## src/rtl/kontroler_przerwan.sv

```systemverilog
// Fixed-priority vectored interrupt controller: edge-captures source pulses into
// pending bits, masks them, and hands one request at a time to the CPU (no nesting).
module kontroler_przerwan #(
    parameter int          N_ZRODEL = 4,
    parameter logic [7:0]  VEC_BASE = 8'h04,
    parameter logic [7:0]  VEC_STEP = 8'h04
) (
    input  logic                clk,
    input  logic                rst,
    input  logic [N_ZRODEL-1:0] zrodla,
    input  logic [7:0]          wartosc,
    input  logic                zapisz_maska,
    input  logic                zapisz_clr,
    input  logic                int_ack,
    input  logic                int_done,
    output logic                int_req,
    output logic [7:0]          int_vector,
    output logic [N_ZRODEL-1:0] oczekujace,
    output logic                w_obsludze
);

    // Handshake: int_req stays high with a stable int_vector until int_ack is
    // sampled high on a rising edge; int_done ends the service period.
    typedef enum logic [1:0] {IDLE, ZGLOSZENIE, OBSLUGA} stan_t;

    stan_t               stan_q, stan_d;
    logic [N_ZRODEL-1:0] maska_q, maska_d;
    logic [N_ZRODEL-1:0] pending_q, pending_d;
    logic [N_ZRODEL-1:0] prev_q;
    logic                global_en_q, global_en_d;
    logic [2:0]          idx_q, idx_d;
    logic [7:0]          vector_q, vector_d;

    logic [N_ZRODEL-1:0] narastanie;
    logic [N_ZRODEL-1:0] eligible;
    logic [N_ZRODEL-1:0] idx_onehot;
    logic [N_ZRODEL-1:0] kasuj;
    logic [2:0]          wybor;
    logic                jest_wybor;
    logic                latched_ok;
    logic                ack_ok;
    logic                unused_wartosc;

    assign unused_wartosc = ^wartosc;

    always_comb begin
        narastanie = zrodla & ~prev_q;
        eligible   = global_en_q ? (pending_q & maska_q) : '0;
        jest_wybor = |eligible;
        wybor      = '0;
        // Scan from the top so the lowest eligible index is the one left standing.
        for (int i = N_ZRODEL - 1; i >= 0; i--) begin
            if (eligible[i]) wybor = 3'(i);
        end
        for (int i = 0; i < N_ZRODEL; i++) begin
            idx_onehot[i] = (idx_q == 3'(i));
        end
        latched_ok = |(eligible & idx_onehot);
        ack_ok     = (stan_q == ZGLOSZENIE) && int_ack;
        kasuj      = (zapisz_clr ? wartosc[N_ZRODEL-1:0] : '0)
                   | (ack_ok ? idx_onehot : '0);
        // A fresh edge beats any clear in the same cycle.
        pending_d  = (pending_q & ~kasuj) | narastanie;
        maska_d     = zapisz_maska ? wartosc[N_ZRODEL-1:0] : maska_q;
        global_en_d = zapisz_maska ? wartosc[7] : global_en_q;
    end

    always_comb begin
        stan_d   = stan_q;
        idx_d    = idx_q;
        vector_d = vector_q;
        case (stan_q)
            IDLE: begin
                if (jest_wybor) begin
                    stan_d   = ZGLOSZENIE;
                    idx_d    = wybor;
                    vector_d = VEC_BASE + 8'(wybor) * VEC_STEP;
                end
            end
            ZGLOSZENIE: begin
                if (ack_ok) begin
                    stan_d = OBSLUGA;
                end else if (!latched_ok) begin
                    stan_d = IDLE;
                end
            end
            OBSLUGA: begin
                if (int_done) stan_d = IDLE;
            end
            default: stan_d = IDLE;
        endcase
    end

    always_ff @(posedge clk) begin
        if (rst) begin
            stan_q      <= IDLE;
            maska_q     <= '0;
            global_en_q <= 1'b0;
            pending_q   <= '0;
            prev_q      <= '0;
            idx_q       <= '0;
            vector_q    <= '0;
        end else begin
            stan_q      <= stan_d;
            maska_q     <= maska_d;
            global_en_q <= global_en_d;
            pending_q   <= pending_d;
            prev_q      <= zrodla;
            idx_q       <= idx_d;
            vector_q    <= vector_d;
        end
    end

    assign int_req    = (stan_q == ZGLOSZENIE);
    assign int_vector = int_req ? vector_q : 8'h00;
    assign w_obsludze = (stan_q == OBSLUGA);
    assign oczekujace = pending_q;

endmodule

```

## config.mk

```make
export PLATFORM = sky130hd
export DESIGN_NAME = kontroler_przerwan
export DESIGN_NICKNAME = d
export VERILOG_FILES = /design/src/rtl/kontroler_przerwan.sv
export SDC_FILE = /design/constraint.sdc
export NUM_CORES = 1
export LEC_CHECK = 0
export CAP_MARGIN = 20
export CORE_ASPECT_RATIO = 1.1
export CORE_MARGIN = 5
export CORE_UTILIZATION = 26
export CTS_BUF_LIST = sky130_fd_sc_hd__clkbuf_8 sky130_fd_sc_hd__clkbuf_16
export CTS_CLUSTER_DIAMETER = 100
export DETAILED_ROUTE_END_ITERATION = 10
export SLEW_MARGIN = 20
export SYNTH_ARGS = -nofsm -noshare
export SYNTH_HDL_FRONTEND = slang
export SYNTH_SLANG_ARGS = --single-unit
export TNS_END_PERCENT = 1
```

## constraint.sdc

```tcl
create_clock -name clk -period 1.48 [get_ports clk]
set_input_delay 0.222 -clock clk [delete_from_list [all_inputs] [get_ports clk]]
set_output_delay 0.222 -clock clk [all_outputs]
set_load 0.02 [all_outputs]
```

==> results.py <==
metrics = {
    "finish": {
        "final_area_um2": 1330,
        "regArea_um2": 403,
        "final_util": 0.372,
        "syn2layout_area_growth_pct": 40.8,
        "diodes": 0,
        "final_common_cell": "dfxtp_1",
        "final_cell_mix": "dfxtp_1 (18), clkdlybuf4s50_1 (14), nor2_1 (12), nand2_1 (11), mux2i_1 (7)",
        "multi_input_area_um2": 497,
        "nFillCells": 377,
        "layout-drive-gt1-share": 0.159,
        "nets": 152,
    },
    "flow_run": {
        "maxCapViolCount": 0,
    },
    "status": {
        "violations": "setup timing",
        "outcome": "finished with violations",
    },
    "placed_design": {
        "dpl.hpwl_mm": 1.73,
        "placed_cell_area_um2": 1240,
        "numPortBuffers": 23,
        "dpl_worst_slack_ns": -0.122,
        "place.gp.congestion": 0.820,
    },
    "global_routing": {
        "grt_util_met1": 0.119,
        "first_global_vias": 800,
        "grt-ovfl-total": 0,
        "grt_busiest_layer": "met2",
        "grt_pass1_wl_mm": 3.56,
        "grt_max_degree": 13,
        "grtUsageMet2": 0.155,
        "grt_usage": 0.0946,
        "antenna_found_initial": 0,
        "grtUsageMet3": 0.0231,
    },
    "cts": {
        "post_cts_resized": 15,
        "cts_htree_levels": 1,
        "cts_buffers": 3,
        "clkLatencyLatePin_ns": 0.26,
        "post_cts_buffers": 0,
        "root_buffer": "clkbuf_8",
        "clockBufferDepth": 2,
        "path_clk_slew_ns": 0.08,
        "clkSinkCount": 20,
        "ctsHoldBuffers": 0,
        "cts_tree": "yes",
    },
    "synth": {
        "syn-instance-count": 104,
        "synth_seq_area_share": 0.424,
        "postSynthAreaPerCell_um2": 9.07,
        "yosys_register_bits": 20,
        "synth_cell_type_count": 32,
        "yosysWarnings": 0,
        "netlist_area_um2": 943,
    },
    "detailed_routing": {
        "routedWlPerCell_um": 11.7,
        "antenna_left": 0,
        "drtIter0Drc": 20,
        "first_pass_iters": 3,
        "drcViolationCount": 0,
        "routed_via_density": 4.34,
        "wl_mm": 2.14,
        "via_count": 789,
    },
    "sta": {
        "fin_crit_sh": 1.04,
        "finClkSkew_ns": 0.00185,
        "whs_ns": 0.469,
        "period_minus_slack_ns": 1.54,
        "rsz0062_at_grt": "true",
        "setup_viol": 1,
        "slew_violations": 0,
        "worst_slack_ns": -0.0552,
        "final_hold_viol_count": 0,
        "max_clock_freq_ghz": 0.651,
    },
    "setup_path": {
        "cp_slowest_cell": "or3b_4",
        "path_cells": "buf_4 > or3b_4 > a31oi_4 > or3b_1 > a21oi_2",
        "worstPathRequired_ns": 1.68,
        "end_kind": "register",
        "cp.arrival_ns": 1.73,
        "cp_max_fo": 3,
        "max_stage_delay_ns": 0.39,
        "startpoint_type": "register",
        "worst-setup-path-type": "register to register",
    },
    "floorplanning": {
        "core_area_um2": 3570,
        "die_area_um2": 4930,
        "io_pins": 32,
        "row_count": 23,
        "die_h_um": 73.2,
        "die_w_um": 67.4,
        "start_util": 0.264,
    },
    "min_path": {
        "hp-class": "register to register",
    },
    "power": {
        "pwr_density_cell_nw_per_um2": 975,
        "vdd_drop_max_mv": 0.565,
        "p_leak_nw": 0.530,
        "power_mw": 1.30,
    },
}
[area by class of cell]
type / instances / area share
clock inverters: 1 / 0.0226
repair buffers: 29 / 0.208
multi-input cells: 74 / 0.374
well taps: 50 / 0.0471
clock buffers: 3 / 0.0311
flip-flops and latches: 20 / 0.303
inverters: 5 / 0.0141
[synthesized netlist by cell type]
cell / number / area share
dfxtp_1: 20 / 0.42
nor2_1: 12 / 0.048
nand2_1: 11 / 0.044
mux2i_1: 7 / 0.074
nor2b_1: 6 / 0.040
buf_4: 5 / 0.040
inv_1: 5 / 0.020
and2_1: 3 / 0.020
clkbuf_1: 3 / 0.012
nand3b_1: 3 / 0.024
nor3b_1: 3 / 0.024
o2bb2ai_1: 3 / 0.028
a211oi_1: 2 / 0.016
nand2b_1: 2 / 0.013
o21ai_0: 2 / 0.011
a21oi_1: 1 / 0.0053
a21oi_2: 1 / 0.0093
a22o_1: 1 / 0.0093
a22oi_1: 1 / 0.0080
a311oi_1: 1 / 0.0093
a31oi_1: 1 / 0.0066
a31oi_4: 1 / 0.023
a32oi_1: 1 / 0.0093
buf_1: 1 / 0.0040
conb_1: 1 / 0.0040
ha_1: 1 / 0.013
mux4_2: 1 / 0.024
nand3_1: 1 / 0.0053
nand4_1: 1 / 0.0066
nor3_1: 1 / 0.0053
or3b_1: 1 / 0.0093
or3b_4: 1 / 0.012
[per-layer routing]
| metal | share of wire | wire [um] |
|---|---|---|
| met5 | 0 | 0 |
| met4 | 0.0066 | 14 |
| met3 | 0.044 | 93 |
| met2 | 0.50 | 1070 |
| met1 | 0.45 | 957 |
[worst max-delay path, delay by kind of cell (launching register included)]
family	cells	cell delay (ns)
buffers and inverters	1	0.13
AOI/OAI and AO/OA	2	0.27
DFF	1	0.31
and+or+nand+nor	2	0.77
[where the power goes]
part	total, mW	internal, mW	leakage (nW)	switching, mW
combinational	0.165	0.0840	0.329	0.0814
clock	0.546	0.361	0.0357	0.185
sequential	0.584	0.564	0.165	0.0198
total	1.30	1.01	0.530	0.287
[flip-flops by register name, indices dropped and copies added (netlist names)]
name	cells
global_en_q	1
idx_q	2
maska_q	4
oczekujace	4
prev_q	4
stan_q	2
vector_q	3
[logic make-up after synthesis]
| kind of cell | synth area share |
|---|---|
| AND/OR/NAND/NOR | 0.251 |
| flip-flops | 0.424 |
| AO/OA/AOI/OAI | 0.134 |
| buffers and inverters | 0.0756 |
| multiplexers | 0.0981 |
| adder cells (fa/ha/maj) | 0.0133 |
| other | 0.00397 |
[per-stage QoR]
stage          setup TNS (ns)  std cells
2_1_floorplan         -0.0132        108
3_3_place_gp           -0.334        178
3_5_place_dp           -0.401        178
4_1_cts               -0.0591        182
5_1_grt                -0.450        182
6_report              -0.0552        182
[final timing paths]
path,start,end,slack [ns],cells after the start
worst max-delay path,stan_q[0]$_SDFFE_PP0P_,idx_q[0]$_SDFFE_PP0P_,-0.06,5
worst min-delay path,prev_q[1]$_SDFF_PP0_,oczekujace[1]$_SDFF_PP0_,0.47,2
worst max register to register,stan_q[0]$_SDFFE_PP0P_,idx_q[0]$_SDFFE_PP0P_,-0.06,5
worst min register to register,prev_q[1]$_SDFF_PP0_,oczekujace[1]$_SDFF_PP0_,0.47,2
Note: power is estimated with default switching activity, not from simulation.
